--- src/rtl/clock_counter.sv ---
`default_nettype none
// +----------------------------------------------------------------------------+
// | clock_counter : BCD time-of-day counter (HH:MM:SS.FF) driven by a CE tick, |
// |   with 12/24 h display, validated load, set keys and day pulse.            |
// | Optional alarm comparator: define CLOCK_COUNTER_ALARM_EN.                  |
// | Revision: 1.0                                                              |
// +----------------------------------------------------------------------------+
module clock_counter #(
  parameter int FRAC_MOD = 100,
  parameter int RST_HOUR = 0
) (
  input  logic        CLK,
  input  logic        RST,
  input  logic        CE,
  input  logic        SETH,
  input  logic        SETM,
  input  logic        SCLR,
  input  logic        MODE24,
  input  logic        LOAD,
  input  logic [31:0] LOAD_TIME,
  input  logic [15:0] ALM_TIME,
  input  logic        ALM_ACK,
  output logic [31:0] TIME,
  output logic        PM,
  output logic        DAY,
  output logic        LDERR,
  output logic        ALARM
);

  localparam logic [7:0] c_ff_last = (FRAC_MOD == 10) ? 8'h09 : 8'h99;
  localparam logic [7:0] c_rst_hh  = 8'(((RST_HOUR / 10) * 16) + (RST_HOUR % 10));

  function automatic logic [7:0] bcd_inc(input logic [7:0] v, input logic [7:0] last);
    if (v == last)
      bcd_inc = 8'h00;
    else if (v[3:0] == 4'd9)
      bcd_inc = {v[7:4] + 4'd1, 4'd0};
    else
      bcd_inc = v + 8'd1;
  endfunction

  function automatic logic nibs_ok(input logic [31:0] v);
    nibs_ok = 1'b1;
    for (int i = 0; i < 8; i++)
      if (v[4*i +: 4] > 4'd9)
        nibs_ok = 1'b0;
  endfunction

  logic [7:0] r_hh, r_mm, r_ss, r_ff;
  logic       r_day, r_lderr;
  logic [7:0] w_nxt_hh, w_nxt_mm, w_nxt_ss, w_nxt_ff;
  logic       w_day;
  logic       w_ld_ok;
  logic       w_sec_tick;
  logic       w_mm_carry;
  logic [7:0] w_h12;

  // BCD byte compares are numeric once every nibble is known to be 0..9
  assign w_ld_ok = nibs_ok(LOAD_TIME) &&
                   (LOAD_TIME[31:24] <= 8'h23) && (LOAD_TIME[23:16] <= 8'h59) &&
                   (LOAD_TIME[15:8]  <= 8'h59) && (LOAD_TIME[7:0]   <= c_ff_last);

  assign w_sec_tick = CE && (r_ff == c_ff_last);
  assign w_mm_carry = (r_ss == 8'h59) && (r_mm == 8'h59);

  always_comb begin
    w_nxt_hh = r_hh;
    w_nxt_mm = r_mm;
    w_nxt_ss = r_ss;
    w_nxt_ff = r_ff;
    w_day    = 1'b0;
    if (LOAD && w_ld_ok) begin
      {w_nxt_hh, w_nxt_mm, w_nxt_ss, w_nxt_ff} = LOAD_TIME;
    end else if (SCLR) begin
      w_nxt_ss = 8'h00;
      w_nxt_ff = 8'h00;
    end else if (CE) begin
      w_nxt_ff = bcd_inc(r_ff, c_ff_last);
      if (w_sec_tick) begin
        w_nxt_ss = bcd_inc(r_ss, 8'h59);
        // set keys share the increment with a natural carry, so a field moves once
        if ((r_ss == 8'h59) || SETM)
          w_nxt_mm = bcd_inc(r_mm, 8'h59);
        if (w_mm_carry || SETH)
          w_nxt_hh = bcd_inc(r_hh, 8'h23);
        w_day = w_mm_carry && (r_hh == 8'h23);
      end
    end
  end

  always_ff @(posedge CLK or negedge RST) begin
    if (!RST) begin
      r_hh    <= c_rst_hh;
      r_mm    <= 8'h00;
      r_ss    <= 8'h00;
      r_ff    <= 8'h00;
      r_day   <= 1'b0;
      r_lderr <= 1'b0;
    end else begin
      r_hh    <= w_nxt_hh;
      r_mm    <= w_nxt_mm;
      r_ss    <= w_nxt_ss;
      r_ff    <= w_nxt_ff;
      r_day   <= w_day;
      r_lderr <= LOAD && !w_ld_ok;
    end
  end

  always_comb begin
    w_h12 = r_hh;
    case (r_hh)
      8'h00:   w_h12 = 8'h12;
      8'h13:   w_h12 = 8'h01;
      8'h14:   w_h12 = 8'h02;
      8'h15:   w_h12 = 8'h03;
      8'h16:   w_h12 = 8'h04;
      8'h17:   w_h12 = 8'h05;
      8'h18:   w_h12 = 8'h06;
      8'h19:   w_h12 = 8'h07;
      8'h20:   w_h12 = 8'h08;
      8'h21:   w_h12 = 8'h09;
      8'h22:   w_h12 = 8'h10;
      8'h23:   w_h12 = 8'h11;
      default: w_h12 = r_hh;
    endcase
  end

  assign TIME  = {(MODE24 ? r_hh : w_h12), r_mm, r_ss, r_ff};
  assign PM    = (r_hh >= 8'h12);
  assign DAY   = r_day;
  assign LDERR = r_lderr;

`ifdef CLOCK_COUNTER_ALARM_EN
  logic r_alarm;
  logic w_alm_ok, w_moved, w_alm_hit;

  assign w_alm_ok  = nibs_ok({ALM_TIME, 16'h0000}) &&
                     (ALM_TIME[15:8] <= 8'h23) && (ALM_TIME[7:0] <= 8'h59);
  assign w_moved   = {w_nxt_hh, w_nxt_mm, w_nxt_ss, w_nxt_ff} != {r_hh, r_mm, r_ss, r_ff};
  assign w_alm_hit = w_alm_ok && w_moved &&
                     ({w_nxt_hh, w_nxt_mm, w_nxt_ss, w_nxt_ff} == {ALM_TIME, 16'h0000});

  // a hit moves min too, so it must outrank the one-minute auto clear
  always_ff @(posedge CLK or negedge RST) begin
    if (!RST)
      r_alarm <= 1'b0;
    else if (ALM_ACK)
      r_alarm <= 1'b0;
    else if (w_alm_hit)
      r_alarm <= 1'b1;
    else if (w_nxt_mm != r_mm)
      r_alarm <= 1'b0;
  end

  assign ALARM = r_alarm;
`else
  logic w_unused_alm;
  assign w_unused_alm = ^{ALM_TIME, ALM_ACK};
  assign ALARM = 1'b0;
`endif

endmodule
`default_nettype wire
--- config.mk ---
export PLATFORM = sky130hd
export DESIGN_NAME = clock_counter
export DESIGN_NICKNAME = d
export VERILOG_FILES = /design/src/rtl/clock_counter.sv
export SDC_FILE = /design/constraint.sdc
export NUM_CORES = 1
export LEC_CHECK = 0
export CORE_UTILIZATION = 47
export DETAILED_ROUTE_END_ITERATION = 10
export GPL_TIMING_DRIVEN = 0
export PLACE_DENSITY = 0.81
export RECOVER_POWER = 25
export SLEW_MARGIN = 30
export SYNTH_ARGS = -nofsm -noshare
export SYNTH_HDL_FRONTEND = slang
export SYNTH_SLANG_ARGS = --single-unit
--- constraint.sdc ---
create_clock -name CLK -period 2.1 [get_ports CLK]
set_input_delay 0.315 -clock CLK [delete_from_list [all_inputs] [get_ports CLK]]
set_output_delay 0.315 -clock CLK [all_outputs]
set_load 0.01 [all_outputs]
==> results by stage <==
Finish:
- Compared with the post-synthesis result, the final layout area differs by 44.8%.
- The share of cells above drive strength 1 is 21.6%.
- The number of diodes is 0.
- The multi-input combinational cells in the finished layout cover a total of 0.00200 mm².
- Counting the fill cells in the layout gives 445.
- The final non-filler cell total is 534.
- The number of nets in the final layout is 531.
- The finished layout cell area is 0.00413 mm².
- The sequential cell area is 858 µm².

Synthesis:
- The fraction of synthesis flops using an asynchronous set or reset pin is 100%.
- Counting instances in the post-synthesis netlist gives the leading cell types as sky130_fd_sc_hd__nor2_1, sky130_fd_sc_hd__dfrtp_1, sky130_fd_sc_hd__nand2_1, sky130_fd_sc_hd__a21oi_1, sky130_fd_sc_hd__o21ai_0.
- The multiplexer fraction of the synthesized cell area is 4.04%.
- Synthesis handed over a netlist of 354 instances.
- The sequential area share after synthesis is 29.8%.
- When the netlist entered floorplanning its net count stood at 427.
- The average footprint of a synthesized cell is 8.06 µm².
- The number of synthesis warnings is 0.
- The biggest area contributor in the post-synthesis netlist is sky130_fd_sc_hd__dfrtp_1.
- In the post-synthesis netlist, the biggest area contributors are sky130_fd_sc_hd__dfrtp_1, sky130_fd_sc_hd__ha_1, sky130_fd_sc_hd__a21oi_1.
- The main combinational cell family by area after synthesis is simple AND/OR/NAND/NOR gates.
- After synthesis, the netlist uses 62 different library cells.
- The share of the synthesized area in compound gates (AO/OA/AOI/OAI) is 23.6%.
- The arithmetic-cell share of the synthesized area counting full adders, half adders and majority gates is 7.02%.
- Of the total synthesized cell area, the portion taken by XOR and XNOR cells is 0.921%.
- The dominant synthesized flop cell is sky130_fd_sc_hd__dfrtp_1.
- In this run, synthesis produced a sequential element count of 34.
- The most used standard cell by instance count after synthesis is sky130_fd_sc_hd__nor2_1.
- The share of the synthesized area in the top cell type is 29.8%.
- The cell area after synthesis is 0.00285 mm².
- The number of flops mapped to enable cells by yosys is 0.
- The simple-gate area share of the yosys netlist is 28.8%.

STA:
- The final max-slew violation count is 0.
- Across all hold checks on the routed design, the worst slack comes to 406 ps.
- The final worst slack is -243 ps.
- The post-route clock skew is 7.33 ps.
- Setup repair after global routing could not meet its margin everywhere.
- The number of hold violations in the final report is 0.
- The period utilization is 112%.
- The total setup violations reported at the end of the flow is 7.
- The time the worst path needs with I/O delays and setup is 2340 ps.
- Measured against its own limit, the worst slew margin works out to 49.1%.
- The highest clock rate is 427 MHz.
- The slew of the pin with the lowest slew margin is 764 ps.

Routing:
- In the final routed layout, each cell accounts on average for 17.6 µm.
- The routed wire length on met2 is 4.53 mm.
- The sum of met3 wire segment lengths after detailed routing is 643 µm.
- The count of routing violations after the opening detailed-route iteration is 330.
- The final antenna-violating net count is 0.
- The detailed-route vias per instance is 6.12.
- In the routed design, unresolved DRC markers number 0.
- The first detailed-routing pass ran for 5 iterations.
- The routed layout has 3268 vias.
- The routed design has 9.41 mm of wire.
- The sum of routed wire segments on met1 is 3.90 mm.
- The top routing layer in use is met4.

Status:
- The run finished, with violations left.
- The final reports fail on negative setup slack.

Critical path:
- The slowest stage of the critical path is the sky130_fd_sc_hd__dfrtp_2 cell.
- Along the worst path, the maximum fanout reaches 4.
- Data on the critical path arrives at its endpoint at 2030 ps.
- The category of the most critical setup path is flop to output pin.
- The critical path capture point type is an output pin.
- The category of the worst setup path launch point is a flop.
- The worst stage delay on the critical path is 450 ps.
- STA puts the critical path data required time at 1780 ps.
- The signal on the critical path passes through inv_2, ha_2, nor3b_2, a21oi_1, o21ai_2, a21oi_4, buf_6, a32o_1, buf_2.

Global routing:
- The number of global-route vias before repair is 3052.
- The total global routing overflow is 0.
- The first global-routing pass estimated 14.4 mm of wire.
- Entering global routing, the biggest net connects 22 pins.
- Global routing consumed, over all layers together, 29.3% of the routing resources.
- The number of antenna violations at the first check in global routing is 0.

Floorplan:
- The cell row count is 28.
- The effective utilization at floorplan is 48.5%.
- The die is 79.9 µm wide.
- Measured along the y axis, the die boundary spans 79.9 µm.
- The die covers 0.00638 mm².
- The core footprint is 0.00589 mm².
- For this design the top-level I/O count stands at 93.

Pwr:
- In this run, flip-flops and latches consume 40.2% of the power.
- The design internal power is 1300 µW.
- Net switching is 33.0% of the power.
- Power spread over the standard cell area amounts to 470 mW/mm².
- The leakage power total is 0.00177 µW.
- Per report_power, the clock group accounts for 26.6% of the total.
- For this design the total switching power over the nets is 640 µW.
- Per report_power, the combinational group accounts for 33.1% of the total.
- The maximum VDD drop is 352 µV.

CTS:
- Counting every sink on the clock net gives 34.
- The buffer levels on the longest clock path is 2.
- In this run the clock root is driven by a sky130_fd_sc_hd__clkbuf_8.
- The clock latency at the later pin of the worst-skew pair is 290 ps.
- TritonCTS built the clock tree.
- The clock tree synthesis step divided the H-tree into 2 levels.
- The clock buffer count from CTS is 5.
- After clock tree synthesis, the clock-pin slew on the worst setup and hold paths is 70 ps.

Placement:
- During placement, the flow inserted port buffers numbering 73.
- The placed cell area is 0.00370 mm².
- The global placement routability congestion is 0.893.
- After detailed placement, the design holds a cell count of 503.
- The post-DP HPWL is 6.35 mm.

Min path:
- The path class of the tightest hold or removal check is input pin to flop.

Run:
- Max-cap violations in this run came to 0.
-- kinds of logic after synthesis --
family | Yosys count
AND/OR/NAND/NOR | 149
multiplexers | 11
other | 1
adder cells (fa/ha/maj) | 16
flip-flops | 34
XOR/XNOR | 3
AO/OA/AOI/OAI | 103
buffers and inverters | 37
-- worst paths after layout --
kind,depth (start not counted),slack (ps),start,end
worst max-delay path,9,-240,r_hh[4]$_DFFE_PN0P_,TIME[27]
worst min-delay path,3,410,LOAD_TIME[26],r_hh[2]$_DFFE_PN0P_
worst max register to register,8,-60,r_ss[1]$_DFFE_PN0P_,r_hh[2]$_DFFE_PN0P_
worst min register to register,2,610,r_mm[7]$_DFFE_PN0P_,r_mm[7]$_DFFE_PN0P_
max in group asynchronous,3,390,RST,r_hh[5]$_DFFE_PN0P_
min in group asynchronous,2,630,RST,r_mm[6]$_DFFE_PN0P_
-- cells in the final DEF (no fill, tap or decap), drive strengths merged, types with 3 or more instances in the layout --
cell	instances
a211oi	3
a21boi	3
a21o	3
a21oi	28
a31oi	6
and3	3
and3b	4
buf	42
clkbuf	15
clkdlybuf4s50	65
dfrtp	34
ha	16
inv	15
mux2	4
mux2i	7
nand2	36
nand3	18
nand3b	5
nand4	8
nor2	35
nor2b	8
nor3	5
nor3b	3
nor4	8
o21ai	32
o31a	3
o31ai	6
or3	5
-- sequential cells by signal, summed over array words and instances, names as in the netlist --
signal / count
r_ff: 8
r_ss: 8
DAY: 1
r_hh: 8
r_mm: 8
LDERR: 1
-- metrics by stage --
| stage | power [µW] | setup TNS (ps) | setup WS, ps | util (%) |
|---|---|---|---|---|
| final | 1940 | -915 | -243 | 70.2 |
| after global routing | 2030 | -1580 | -344 | 70.2 |
| after CTS | 1910 | -392 | -185 | 67.5 |
| after detailed placement | 1350 | -14420 | -555 | 62.9 |
| after global placement | 1330 | -16430 | -491 | 62.5 |
| after floorplan | 1070 | 0 | 131 | - |
-- per-layer routing --
layer / vias to the layer above / GRT usage (%)
met5: - / 0
met1: 1546 / 36.2
met3: 39 / 4.69
met2: 178 / 50.3
met4: 0 / 12.0
li1: 1505 / -
-- power by group through the flow --
| stage | clock network, µW | registers, µW | logic (µW) |
|---|---|---|---|
| 3_5_place_dp | 0 | 787 | 568 |
| 4_1_cts | 522 | 774 | 612 |
| 2_1_floorplan | 0 | 789 | 282 |
| 5_1_grt | 541 | 789 | 695 |
| 3_3_place_gp | 0 | 786 | 547 |
| 6_report | 517 | 781 | 643 |
-- critical path: cells and delay by family, from the launching register on --
family	cells	cell delay [ps]
compound gates	4	610
fa+ha+maj	1	160
buf+inv	3	360
flops	1	450
simple gates	1	160
-- area by class of cell --
cell class	count	area share, %
timing repair buffer	99	22.1
buffer	20	2.82
tap	75	2.27
clock buffer	6	2.00
sequential	34	20.8
multi-input combinational	283	48.3
clock inverter	2	0.303
inverter	15	1.42
-- repair_timing --
action	in CTS	in global routing
hold buffers	1	0
resized for setup	52	26
endpoints found under the setup margin	39	39
hold endpoints to repair	13	0
buffers inserted	10	14
pin swaps	10	16
(Power assumes the default switching activity.)
